==> src/rtl/mc_ctrl.sv <==
// mc_ctrl: multi-cycle control FSM for a small MIPS subset (IF/ID/EX/MEM/WB, plus ERR on memory timeout).
// Define MC_CTRL_MDU_EN to decode mult/div/mfhi/mflo and enable the MDW wait state.
module mc_ctrl #(
    parameter int TIMEOUT = 16
) (
    input  logic       clk,
    input  logic       reset_n,
    input  logic [5:0] op,
    input  logic [5:0] func,
    input  logic       imem_rdy,
    input  logic       dmem_rdy,
    input  logic       alu_zero,
    input  logic       md_busy,
    output logic       imem_req,
    output logic       dmem_req,
    output logic       dmem_we,
    output logic       pc_we,
    output logic       ir_we,
    output logic       reg_we,
    output logic [1:0] pc_src,
    output logic [1:0] reg_dst,
    output logic [1:0] wd_sel,
    output logic [2:0] alu_op,
    output logic       alu_bsrc,
    output logic       ext_op,
    output logic       md_start,
    output logic [2:0] state,
    output logic       illegal,
    output logic       mem_err
);

    typedef enum logic [2:0] {
        S_IF  = 3'd0,
        S_ID  = 3'd1,
        S_EX  = 3'd2,
        S_MEM = 3'd3,
        S_WB  = 3'd4,
        S_MDW = 3'd5,
        S_ERR = 3'd7
    } state_t;

    state_t     cur, nxt;
    logic [7:0] wait_cnt;
    logic       waiting, at_limit;
    logic       is_rtype, is_addu, is_subu, is_jr, is_nop, is_ori, is_lui;
    logic       is_lw, is_sw, is_beq, is_j, is_jal, is_md, is_mf, legal;
    logic [2:0] dec_alu_op;
    logic       dec_bsrc, dec_ext;

    always_comb begin
        is_rtype = (op == 6'h00);
        is_addu  = is_rtype && (func == 6'h21);
        is_subu  = is_rtype && (func == 6'h23);
        is_jr    = is_rtype && (func == 6'h08);
        is_nop   = is_rtype && (func == 6'h00);
        is_ori   = (op == 6'h0D);
        is_lui   = (op == 6'h0F);
        is_lw    = (op == 6'h23);
        is_sw    = (op == 6'h2B);
        is_beq   = (op == 6'h04);
        is_j     = (op == 6'h02);
        is_jal   = (op == 6'h03);
`ifdef MC_CTRL_MDU_EN
        is_md    = is_rtype && ((func == 6'h18) || (func == 6'h1A));
        is_mf    = is_rtype && ((func == 6'h10) || (func == 6'h12));
`else
        is_md    = 1'b0;
        is_mf    = 1'b0;
`endif
        legal    = is_addu || is_subu || is_jr || is_nop || is_ori || is_lui || is_lw
                || is_sw || is_beq || is_j || is_jal || is_md || is_mf;
    end

    // ALU controls depend only on the instruction, so they stay stable from EX through WB.
    always_comb begin
        dec_alu_op = 3'd0;
        dec_bsrc   = 1'b0;
        dec_ext    = 1'b0;
        if (is_subu || is_beq) dec_alu_op = 3'd1;
        if (is_ori) begin
            dec_alu_op = 3'd2;
            dec_bsrc   = 1'b1;
        end
        if (is_lui) begin
            dec_alu_op = 3'd3;
            dec_bsrc   = 1'b1;
        end
        if (is_lw || is_sw) begin
            dec_bsrc = 1'b1;
            dec_ext  = 1'b1;
        end
    end

    assign waiting  = ((cur == S_IF) && !imem_rdy) || ((cur == S_MEM) && !dmem_rdy);
    assign at_limit = (wait_cnt == 8'(TIMEOUT - 1));
    assign state    = cur;

    always_ff @(posedge clk or negedge reset_n) begin
        if (!reset_n) begin
            cur      <= S_IF;
            wait_cnt <= 8'd0;
        end else begin
            cur <= nxt;
            if (nxt != cur) wait_cnt <= 8'd0;
            else if (waiting) wait_cnt <= wait_cnt + 8'd1;
        end
    end

    always_comb begin
        nxt      = cur;
        imem_req = 1'b0;
        dmem_req = 1'b0;
        dmem_we  = 1'b0;
        pc_we    = 1'b0;
        ir_we    = 1'b0;
        reg_we   = 1'b0;
        pc_src   = 2'd0;
        reg_dst  = 2'd0;
        wd_sel   = 2'd0;
        alu_op   = 3'd0;
        alu_bsrc = 1'b0;
        ext_op   = 1'b0;
        md_start = 1'b0;
        illegal  = 1'b0;
        mem_err  = 1'b0;
        case (cur)
            S_IF: begin
                imem_req = 1'b1;
                if (imem_rdy) begin
                    ir_we = 1'b1;
                    pc_we = 1'b1;
                    nxt   = S_ID;
                end else if (at_limit) begin
                    nxt = S_ERR;
                end
            end
            S_ID: begin
                if (!legal) begin
                    illegal = 1'b1;
                    nxt     = S_IF;
                end else if (is_j || is_jal) begin
                    pc_we  = 1'b1;
                    pc_src = 2'd2;
                    nxt    = S_IF;
                    if (is_jal) begin
                        reg_we  = 1'b1;
                        reg_dst = 2'd2;
                        wd_sel  = 2'd2;
                    end
                end else if (is_nop) begin
                    nxt = S_IF;
                end else begin
                    nxt = S_EX;
                end
            end
            S_EX: begin
                alu_op   = dec_alu_op;
                alu_bsrc = dec_bsrc;
                ext_op   = dec_ext;
                if (is_beq) begin
                    pc_we  = alu_zero;
                    pc_src = 2'd1;
                    nxt    = S_IF;
                end else if (is_jr) begin
                    pc_we  = 1'b1;
                    pc_src = 2'd3;
                    nxt    = S_IF;
                end else if (is_lw || is_sw) begin
                    nxt = S_MEM;
                end else if (is_md) begin
                    md_start = 1'b1;
                    nxt      = S_MDW;
                end else begin
                    nxt = S_WB;
                end
            end
            S_MEM: begin
                alu_op   = dec_alu_op;
                alu_bsrc = dec_bsrc;
                ext_op   = dec_ext;
                dmem_req = 1'b1;
                dmem_we  = is_sw;
                if (dmem_rdy) nxt = is_sw ? S_IF : S_WB;
                else if (at_limit) nxt = S_ERR;
            end
            S_WB: begin
                alu_op   = dec_alu_op;
                alu_bsrc = dec_bsrc;
                ext_op   = dec_ext;
                reg_we   = 1'b1;
                if (is_rtype) begin
                    reg_dst = 2'd1;
                    wd_sel  = is_mf ? 2'd3 : 2'd0;
                end else if (is_lw) begin
                    wd_sel = 2'd1;
                end
                nxt = S_IF;
            end
`ifdef MC_CTRL_MDU_EN
            S_MDW: begin
                if (!md_busy) nxt = S_IF;
            end
`endif
            S_ERR: begin
                mem_err = 1'b1;
            end
            default: nxt = S_IF;
        endcase
        // Reset dominates combinationally so no write enable can escape while it is held.
        if (!reset_n) begin
            nxt      = S_IF;
            imem_req = 1'b1;
            ir_we    = 1'b0;
            pc_we    = 1'b0;
            reg_we   = 1'b0;
            dmem_req = 1'b0;
            dmem_we  = 1'b0;
            pc_src   = 2'd0;
            reg_dst  = 2'd0;
            wd_sel   = 2'd0;
            alu_op   = 3'd0;
            alu_bsrc = 1'b0;
            ext_op   = 1'b0;
            md_start = 1'b0;
            illegal  = 1'b0;
            mem_err  = 1'b0;
        end
    end

`ifndef MC_CTRL_MDU_EN
    logic unused_md_busy;
    assign unused_md_busy = md_busy;
`endif

endmodule

==> config.mk <==
export PLATFORM = sky130hd
export DESIGN_NAME = mc_ctrl
export DESIGN_NICKNAME = d
export VERILOG_FILES = /design/src/rtl/mc_ctrl.sv
export SDC_FILE = /design/constraint.sdc
export NUM_CORES = 1
export LEC_CHECK = 0
export BUFFER_PORTS_ARGS = -buffer_cell sky130_fd_sc_hd__buf_2
export CORE_MARGIN = 2
export CORE_UTILIZATION = 45
export DETAILED_ROUTE_END_ITERATION = 10
export PLACE_DENSITY = 0.7
export SETUP_SLACK_MARGIN = 0.02
export SLEW_MARGIN = 20
export SYNTH_ARGS = -nofsm -noshare
export SYNTH_HDL_FRONTEND = slang
export SYNTH_SLANG_ARGS = --single-unit
export TNS_END_PERCENT = 100
==> constraint.sdc <==
create_clock -name clk -period 4.4 [get_ports clk]
set_input_delay 0.22 -clock clk [delete_from_list [all_inputs] [get_ports clk]]
set_output_delay 0.22 -clock clk [all_outputs]
set_load 0.02 [all_outputs]
==> key figures, run 1 <==
Floorplanning
  – Die Ht: 57.83 microns
  – Core Area: ~2800 sq um
  – Starting Density: 47.28%
  – Row Count: 19
  – Die width: around 58 microns
  – Boundary Pins: around 40
  – Full die area: between 3000 and 4000 sq um

Timing
  – Setup violations, final: 0
  – Fin crit period: roughly 2300 ps
  – Final WS setup: between 2000 and 2500 ps
  – Final hold vios: 0
  – Relative slew slack: between 50% and 60%
  – Max Slew Vio Count: 0
  – Max Fclk: between 400 and 500 MHz
  – Slew at the pin closest to its max-slew limit: roughly 700 ps
  – Clk_skew: roughly 6.0 ps
  – RSZ-0062 raised after global routing: false
  – Fin crit share: between 50% and 60%
  – Setup TNS Final: 0 ps
  – Final Hold Slack: 412.5 ps

Logic synthesis
  – Yosys top cell area share: approximately a fifth
  – Synth Register Bits: 11
  – Asr flop ratio synth: 100.0%
  – Synth cell types: a little under 60
  – Synth area leaders: dfrtp_1 21%, nor2_1 6.0%, nand3_1 4.6%, nor3_1 4.2%, xor2_1 4.0%
  – Main synth FF type: dfrtp_1
  – Post-synth top area cell: dfrtp_1
  – EDFF count, synth: 0
  – Syn Inst Count: approximately 170
  – Post-Syn Area: between 1000 and 1500 sq um
  – Synth Area per Inst: slightly below 8 sq um
  – Sequential element share of the synthesized area: 21.11%
  – YS warnings: 0

Clocking
  – Postcts setup bufs: 0
  – CTS root buffer: clkbuf_4
  – Sink Count: 11
  – H-tree level count: 1
  – CTS tree: done
  – Clock buffer count from CTS: 3
  – Clock slew at reported path FFs: roughly 70 ps
  – CTS Buffer Depth: 2
  – Worst skew pair latency: approximately 260 ps

Critical path
  – Req. time, crit path: approximately 4200 ps
  – Critical-path maximum fanout: 21
  – Worst EP arrival: approximately 2100 ps
  – CP Class: in -> out
  – Reg2Reg Launch Point: wait_cnt[0]
  – CP Capture Type: output port
  – Setup crit start kind: primary input
  – Crit path from: reset_n

Finish
  – Reg area: ~280 sq um
  – Fillcell total: about 290
  – Final-stage net count: between 200 and 250
  – Layout cells sized above 1: about a third
  – Area occupied by multi-input gates: just over 900 sq um
  – Layout area overhead: 12.57%
  – Count of non-filler cells in the finished layout: about 230
  – ANT cells: 0

Power
  – P_sw: around 0.000084 W
  – Seq pwr share: between 40% and 50%
  – Final Power: between 0.0002 and 0.0003 W
  – Pwr dens: approximately 170 nW/um^2
  – Static leakage: about 0.69 nW
  – Pint: roughly 0.00017 W
  – Clock network power share: between 20 and 30%
  – Switching share of total power: about 33%
  – Logic pwr share: approximately 29%
  – Maximum vdd drop: roughly 0.17 mV

Run
  – Max_cap viols: 0

Outcome
  – Outcome: completed

Global route
  – Initial antenna violation count: 0
  – Largest net degree at the start of global routing: 22
  – Gr usage total: between 10% and 20%
  – First-pass GRT wire length: 5.292 mm
  – Number of global-route vias before repair: ~1.2k
  – GRT overflow: 0

Detailed routing
  – DRC: 0
  – Post-DR wirelength/cell: about 14 microns
  – TritonRoute pass-1 iters: 7
  – Routed WL: between 3 and 4 mm
  – Routed Antenna Nets: 0
  – Via Count: approximately 1.4k
  – Via density: 5.892
  – DR iter-0 viols: 43

Placement
  – Gp weighted congestion: a little under 0.9
  – Pre-CTS setup slack: between 2000 and 2500 ps
  – Post-placement cell count: about 230
  – Post-DP HPWL: about 2.5 mm
  – Port buffer count: 37

Worst hold path
  – Worst hold path class: in -> async
[registers in the layout, summed over array words and instances, names as in the netlist]
signal and cells:
state 3, wait_cnt 8
[final cells by class]
class | count | share of cell area, %
clock buffers | 4 | 1.790
inverters | 4 | 1.023
multi-input cells | 143 | 62.49
flip-flops and latches | 11 | 18.76
well taps | 31 | 2.643
repair buffers | 38 | 13.30
[per-stage QoR]
step,utilization [%],cell area [sq um]
5_1_grt,53.22,1468
3_5_place_dp,51.91,1431
2_1_floorplan,-,1308
4_1_cts,53.22,1468
6_report,53.22,1468
3_3_place_gp,51.91,1431
[worst max-delay path: stages]
cell and delay (ps):
dlygate4sd3_1 520, buf_2 360, nand2b_1 270, nor3_1 310, nand3_1 140, nand2_1 80, buf_2 160
[power groups by stage]
stage                     combinational, W  sequential [W]  clock (W)
final                            0.0000729        0.000116  0.0000660
after floorplan                  0.0000535        0.000115          0
after CTS                        0.0000731        0.000116  0.0000692
after global placement           0.0000698        0.000118          0
after detailed placement         0.0000718        0.000118          0
after global routing             0.0000821        0.000118  0.0000744
[what timing repair did]
action                                 CTS  global route
gates resized for setup                  0             0
endpoints found under the hold margin   11             0
hold buffers                             1             0
[layer usage]
layer	part of all wire (%)	vias up	wire length (microns)	GRT usage, %
met1	43	638	1384	23.96
li1	-	679	-	-
met3	4.9	6	157	0.8929
met5	0	-	0	0
met4	1.4	0	44	5.648
met2	50	38	1606	36.36
[placed cells by master, fill, tap and decap left out, types with 2 or more instances in the layout]
cell and count:
buf_2 37, nand3_1 12, nor4_1 4, xor2_1 6, o211ai_1 2, o21bai_1 2
or2_2 2, nand2b_1 4, nor2_1 21, a31oi_1 2, or3_4 2, and3_1 2
conb_1 2, nor4_4 2, nor2_2 8, nand2_1 12, clkbuf_4 3, nor2b_1 3
inv_1 4, o21ai_0 3, nand3b_1 2, dfrtp_1 11, and4_1 2, a21oi_1 9
nand4b_1 2, nor3_1 11
[synth_stat cells, types with 2 or more instances]
| cell type | number |
|---|---|
| nand2b_1 | 4 |
| nor2b_1 | 3 |
| nor4_1 | 4 |
| nor2_2 | 8 |
| and4_1 | 2 |
| nor2_1 | 21 |
| clkbuf_8 | 2 |
| buf_4 | 3 |
| o211ai_1 | 2 |
| nand2_1 | 12 |
| a21oi_1 | 9 |
| nand4b_1 | 2 |
| inv_1 | 4 |
| o21bai_1 | 2 |
| o21ai_0 | 3 |
| nor3_1 | 11 |
| or2_2 | 2 |
| or3_4 | 2 |
| nor4_4 | 2 |
| and3_1 | 2 |
| nand3b_1 | 2 |
| a31oi_1 | 2 |
| buf_2 | 3 |
| dfrtp_1 | 11 |
| nand3_1 | 12 |
| xor2_1 | 6 |
[logic make-up after synthesis]
group,count (synthesis),synth area share [%]
flops,11,21.11
xor+xnor,6,4.031
compound gates,33,18.52
other cells,1,0.2876
fa+ha+maj,1,0.9595
simple gates,100,45.39
mux,1,0.8637
buf+inv,16,8.828
[final timing paths]
path | slack (ps) | cells past startpoint | end
worst max-delay path | 2100 | 7 | reg_we
max in group asynchronous | 3690 | 2 | state[0]
worst min register to register | 620 | 3 | wait_cnt[7]
worst min-delay path | 410 | 2 | wait_cnt[3]
min in group clk | 420 | 4 | state[2]
worst max register to register | 2210 | 7 | wait_cnt[7]
No activity file was read; power rests on OpenSTA's default activity.
==> run 2, diff against run 1 <==
--- a/config.mk
+++ b/config.mk
@@ -5,11 +5,12 @@
 export SDC_FILE = /design/constraint.sdc
 export NUM_CORES = 1
 export LEC_CHECK = 0
+export ABC_AREA = 1
 export BUFFER_PORTS_ARGS = -buffer_cell sky130_fd_sc_hd__buf_2
 export CORE_MARGIN = 2
 export CORE_UTILIZATION = 45
 export DETAILED_ROUTE_END_ITERATION = 10
-export PLACE_DENSITY = 0.7
+export PLACE_DENSITY = 0.71
 export SETUP_SLACK_MARGIN = 0.02
 export SLEW_MARGIN = 20
 export SYNTH_ARGS = -nofsm -noshare
==> constraint.sdc (replaced) <==
create_clock -name clk -period 2.4 [get_ports clk]
set_input_delay 0.12 -clock clk [delete_from_list [all_inputs] [get_ports clk]]
set_output_delay 0.12 -clock clk [all_outputs]
set_load 0.02 [all_outputs]
==> run 2 against run 1 <==
- sequential share of layout area is 0.46 points higher
- flip-flop and latch count stayed put
- die area is 7.8% lower
- largest power group unchanged
==> key figures, run 2 <==
Worst hold path
  – Worst hold path class: in -> reg
  – Hold Path Cell Cnt: 5
  – Worst min-delay path startpoint: imem_rdy
  – WHS Endpoint: state[0]

Timing
  – Max Slew Vio Count: 0
  – Max Fclk: 512.4 MHz
  – RSZ-0062 raised after global routing: false
  – Setup violations, final: 0
  – Final hold vios: 0
  – Fin crit share: between 80% and 90%
  – Clk_skew: between 2 and 2.5 ps
  – Final Hold Slack: ~280 ps
  – Setup TNS Final: 0 ps
  – Fin crit period: roughly 2000 ps

Critical path
  – Reg2Reg Launch Point: state[0]
  – Req. time, crit path: between 2000 and 2500 ps
  – Worst EP arrival: 1830 ps
  – Critical-path maximum fanout: 20
  – Worst R2R End: wait_cnt[7]
  – Worst Reg2Reg Path Length in Cells: 10
  – R2r setup slk: 650 ps
  – CP Class: in -> out
  – Setup crit start kind: primary input
  – CP Capture Type: output port

Clocking
  – Worst skew pair latency: around 280 ps
  – Sink Count: 11
  – CTS Buffer Depth: 2
  – CTS root buffer: clkbuf_4
  – Clock buffer count from CTS: 3
  – CTS tree: done
  – Post-CTS Resized: 0
  – Clock slew at reported path FFs: approximately 80 ps
  – H-tree level count: 1
  – Postcts setup bufs: 0

Finish
  – ANT cells: 0
  – Layout area overhead: 19.89%
  – Biggest register: wait_cnt
  – Most frequent cells in the layout: 37 x buf_2, 33 x nand2_1, 22 x nor2_1, 21 x inv_1, 16 x nor2_2
  – Largest register FFs: 8
  – Commonest non-fill, non-tap cell in the layout: buf_2
  – Count of non-filler cells in the finished layout: 253
  – Post-Route Utilization: between 50% and 60%
  – Layout cells sized above 1: between 30% and 40%
  – Final-stage net count: approximately 240

Outcome
  – Outcome: completed

Logic synthesis
  – Top post-synthesis cells by count: 33 x nand2_1, 22 x nor2_1, 21 x inv_1
  – Syn Inst Count: about 180
  – Synth Register Bits: 11
  – Asr flop ratio synth: 100.0%
  – Synth cell types: 30
  – EDFF count, synth: 0
  – Synth area leaders: dfrtp_1 23%, nand2_1 10%, nor2_2 8.4%, nor2_1 6.9%, inv_1 6.6%
  – YS warnings: 0
  – Yosys top cell area share: a little under a quarter
  – Sequential element share of the synthesized area: around 23%
  – Dominant cell by count in the synthesized netlist: nand2_1
  – Main synth FF type: dfrtp_1
  – Synth Area per Inst: approximately 6.5 sq um
  – Post-Syn Area: 1195 sq um
  – Post-synth top area cell: dfrtp_1

Detailed routing
  – Via Count: between 1k and 1.5k
  – TritonRoute pass-1 iters: 4
  – DRC: 0
  – Routed Antenna Nets: 0
  – DR iter-0 viols: just under 70
  – Via density: 4.830
  – Post-DR wirelength/cell: around 11 microns
  – Routed WL: about 2.7 mm

Placement
  – Gp weighted congestion: 0.8111
  – Post-placement cell count: around 250
  – Port buffer count: 37
  – Post-DP HPWL: 2.143 mm

Floorplanning
  – Die width: 55.53 microns
  – Full die area: about 3100 sq um
  – Boundary Pins: 41
  – Core Area: roughly 2500 sq um
  – Row Count: 18
  – Die Ht: around 56 microns
  – Starting Density: 47.80%

Power
  – Final Power: 0.0005291 W
  – Maximum vdd drop: 0.3822 mV
  – Static leakage: between 0.7 and 0.8 nW
  – Pwr dens: 369.4 nW/um^2

Run
  – Max_cap viols: 0

Global route
  – Initial antenna violation count: 0
  – GRT overflow: 0
  – First-pass GRT wire length: roughly 4.6 mm
  – Gr usage total: 18.12%
  – Largest net degree at the start of global routing: 21
  – Number of global-route vias before repair: 1074
## run 2: worst max-delay path by stage
stage / start / slack (ps) / depth (start not counted) / endpoint
final: reset_n / 450 / 8 / alu_op[0]
after global routing: state[0] / 200 / 7 / reg_we
after detailed placement: wait_cnt[0] / 670 / 11 / wait_cnt[2]
after floorplan: state[0] / 670 / 7 / wd_sel[1]
after CTS: reset_n / 410 / 8 / alu_op[0]
after global placement: wait_cnt[0] / 690 / 11 / wait_cnt[4]
## run 2: through the flow
stage                     setup WS (ps)  area (sq um)
after global placement            694.1          1395
after detailed placement          673.2          1395
after CTS                         413.0          1433
final                             448.2          1433
after floorplan                   673.9          1199
after global routing              203.7          1433
## run 2: what timing repair did
action                                  in CTS  in global routing
hold buffers                                 1                  0
endpoints found under the hold margin       11                  0
endpoints found under the setup margin       0                  0
## run 2: kinds of logic after synthesis
kind of cell | after synthesis | synth area share [%]
other | 1 | 0.3138
adder cells (fa/ha/maj) | 1 | 1.047
buffers and inverters | 31 | 11.31
AO/OA/AOI/OAI | 18 | 8.377
XOR/XNOR | 5 | 3.666
AND/OR/NAND/NOR | 116 | 52.25
flip-flops | 11 | 23.04
## run 2: layout make-up
class / instances / area, sq um
timing repair buffer: 39 / 202.7
sequential: 11 / 275.3
inverter: 27 / 101.3
multi-input combinational: 142 / 788.3
clock inverter: 1 / 5.005
clock buffer: 3 / 22.52
tap: 30 / 37.54
fill: 260 / 1067
## run 2: power by group
group | switching, W | internal, W | leakage (nW)
Combinational | 0.000105 | 0.0000639 | 0.616
Clock | 0.0000757 | 0.0000618 | 0.0177
Sequential | 0.0000210 | 0.000201 | 0.151
Total | 0.000202 | 0.000327 | 0.785
## run 2: metal layers
| metal | track usage (%) | vias to the layer above | wire, microns |
|---|---|---|---|
| met4 | 2.439 | 0 | 0 |
| met3 | 4.918 | 0 | 123 |
| met5 | 0 | - | 0 |
| met1 | 25.69 | 541 | 1330 |
| met2 | 28.23 | 27 | 1254 |
| li1 | - | 654 | - |
## run 2: critical path, stage by stage
cell	delay, ps
dlygate4sd3_1	510
buf_2	110
buf_4	250
nand3_1	180
o21ai_0	190
o21ai_0	140
a31oi_1	140
buf_2	180
==> run 3, diff against run 2 <==
--- a/config.mk
+++ b/config.mk
@@ -10,7 +10,7 @@
 export CORE_MARGIN = 2
 export CORE_UTILIZATION = 45
 export DETAILED_ROUTE_END_ITERATION = 10
-export PLACE_DENSITY = 0.71
+export PLACE_DENSITY = 0.74
 export SETUP_SLACK_MARGIN = 0.02
 export SLEW_MARGIN = 20
 export SYNTH_ARGS = -nofsm -noshare
==> constraint.sdc (replaced) <==
create_clock -name clk -period 1.7 [get_ports clk]
set_input_delay 0.085 -clock clk [delete_from_list [all_inputs] [get_ports clk]]
set_output_delay 0.085 -clock clk [all_outputs]
set_load 0.02 [all_outputs]
==> run 3 against run 2 <==
- the run now ends with setup timing left
- largest power group unchanged
- wire length increased by 12%
- first-iteration DRC count fell by 41%
- largest cell class unchanged
- via count rose by 7.6%
- clock-buffer cell count grew 1
- clock power increased by 35%
- combinational power grew 78%
- critical endpoint is now wait_cnt[4]
- sequential power is 38% higher
- power is 50% higher
- highest routed layer is now met4
- non-clock buffer count rose by 11
- clock skew grew 5.4 ps
- sequential share of layout area fell by 2.4 points
- global-route usage increased by 1.2 points
==> key figures, run 3 (synthesis results as in run 2) <==
Outcome
  – Outcome: finished, violations left
  – Failing checks: setup timing

Worst hold path
  – Hold Path Cell Cnt: 3
  – Worst min-delay path startpoint: reset_n
  – WHS Endpoint: state[2]
  – Worst hold path class: in -> reg

Placement
  – Post-placement cell count: approximately 260
  – Post-DP HPWL: around 2.3 mm
  – Placed Area: around 1500 sq um
  – Pre-CTS setup slack: -17.12 ps
  – Gp weighted congestion: approximately 0.81
  – Port buffer count: 37

Critical path
  – Crit path max-delay cell type: dfrtp_2
  – Reg2Reg Launch Point: state[1]
  – Worst EP arrival: roughly 1900 ps
  – Crit-path most repeated cell: nand2_1
  – CP Capture Type: flop
  – Req. time, crit path: roughly 1900 ps
  – CP Class: reg -> reg
  – R2r setup slk: -40 ps
  – Setup crit start kind: flop
  – Worst Reg2Reg Path Length in Cells: 13
  – Crit path cell chain: buf_12, nand2_4, nor2_4, inv_2, nand2_1, a31oi_1, nand2_1, nand2_1, nand2_1, nand2_2, nor2_4, nand2_4, nor2_2
  – Slowest stage delay, CP: between 400 and 500 ps
  – WP buf/inv: 2
  – Worst R2R End: wait_cnt[4]
  – Critical-path maximum fanout: 8
  – Cell family with most CP delay: simple AND/OR/NAND/NOR gates

Finish
  – Biggest register: wait_cnt
  – ANT cells: 0
  – Most frequent cells in the layout: 30 x nand2_1, 30 x buf_2, 20 x nor2_1, 19 x inv_1
  – Final-stage net count: about 250
  – Layout area overhead: 38.64%
  – Fin area: approximately 1700 sq um
  – Largest register FFs: 8
  – Layout cells sized above 1: 49.57%
  – Count of non-filler cells in the finished layout: approximately 260

Global route
  – Initial antenna violation count: 0
  – First-pass GRT wire length: about 5 mm
  – Largest net degree at the start of global routing: 9
  – Gr usage total: between 10% and 20%
  – Number of global-route vias before repair: 1174
  – GRT overflow: 0

Power
  – Static leakage: 0.8655 nW
  – Pwr dens: about 480 nW/um^2
  – Switching share of total power: about 37%
  – Seq pwr share: roughly two fifths
  – Clock network power share: 23.4%
  – Pint: around 0.00050 W
  – Logic pwr share: 37.8%
  – P_sw: between 0.0002 and 0.0003 W
  – Maximum vdd drop: approximately 0.62 mV

Floorplanning
  – Starting Density: between 40% and 50%
  – Row Count: 18
  – Die width: between 50 and 60 microns
  – Boundary Pins: 41
  – Core Area: about 2500 sq um
  – Die Ht: ~56 microns
  – Full die area: ~3100 sq um

Clocking
  – Sink Count: 11
  – CTS tree: done
  – Clock slew at reported path FFs: 80 ps
  – Clock buffer count from CTS: 3
  – CTS Buffer Depth: 2
  – CTS root buffer: clkbuf_4
  – H-tree level count: 1
  – Worst skew pair latency: between 200 and 300 ps

Detailed routing
  – Via density: around 5.0
  – Routed WL: 3.024 mm
  – DRC: 0
  – Routed Antenna Nets: 0
  – Via Count: 1315
  – DR iter-0 viols: 41
  – Post-DR wirelength/cell: about 11 microns
  – TritonRoute pass-1 iters: 4

Timing
  – Max Slew Vio Count: 0
  – Final hold vios: 0
  – Clk_skew: 7.591 ps
  – Setup TNS Final: -253.4 ps
  – RSZ-0062 raised after global routing: true
  – Final WS setup: -42.56 ps
  – Max Fclk: between 500 and 600 MHz
  – Setup violations, final: 9
  – Final Hold Slack: between 90 and 100 ps
  – Fin crit share: 102.5%
  – Fin crit period: 1743 ps

Run
  – Max_cap viols: 0
## run 3: cell count changes in the layout (fill, tap and decap cells not counted), sizes merged
cell    previous run  this run
buf               38        49
clkbuf             3         4
clkinv             2         1
## run 3: stage by stage
step	total power [W]	util [%]
after floorplan	0.0004921	-
after global placement	0.0005746	58.01
after detailed placement	0.0005783	58.01
after CTS	0.0007767	61.46
after global routing	0.0008524	66.27
final	0.0007923	66.27
## run 3: worst reg2reg max path: stages (launching register included)
cell and delay [ps]:
dfrtp_2 480, buf_12 160, nand2_4 80, nor2_4 40
inv_2 60, nand2_1 50, a31oi_1 160, nand2_1 120
nand2_1 110, nand2_1 70, nand2_2 80, nor2_4 50
nand2_4 130, nor2_2 60
## run 3: worst max-delay path by stage
stage,start,end,slack (ps),cells past startpoint
finish,state[1],wait_cnt[4],-40,13
global route,state[1],wait_cnt[4],-160,13
CTS,state[1],reg_we,8,6
detailed placement,state[1],wait_cnt[7],-20,10
global placement,state[1],wait_cnt[7],50,10
floorplan,state[0],reg_we,40,6
## run 3: layout make-up
class,instances,area [sq um]
Clock buffer,4,26.28
Timing Repair Buffer,50,326.6
Multi-Input combinational cell,142,883.3
Fill cell,220,843.3
Tap cell,30,37.54
Inverter,27,103.9
Sequential cell,11,279.0
## run 3: power by group through the flow
stage / logic [W] / registers, W / clock network, W
finish: 0.000300 / 0.000307 / 0.000185
global route: 0.000336 / 0.000310 / 0.000206
CTS: 0.000281 / 0.000304 / 0.000191
detailed placement: 0.000269 / 0.000310 / 0
global placement: 0.000265 / 0.000310 / 0
floorplan: 0.000175 / 0.000317 / 0
## run 3: repair_timing
| action | CTS | global route |
|---|---|---|
| setup endpoints to repair | 17 | 15 |
| endpoints found under the hold margin | 11 | 0 |
| resized for setup | 7 | 36 |
| buffers inserted | 3 | 1 |
| pin swaps | 0 | 8 |
| hold buffers | 1 | 0 |
## run 3: layer usage
| layer | global-route usage [%] | part of all wire [%] | vias up |
|---|---|---|---|
| li1 | - | - | 679 |
| met1 | 24.53 | 43 | 599 |
| met2 | 33.84 | 51 | 32 |
| met3 | 4.215 | 4.7 | 5 |
| met4 | 3.136 | 0.93 | 0 |
| met5 | 0 | 0 | - |
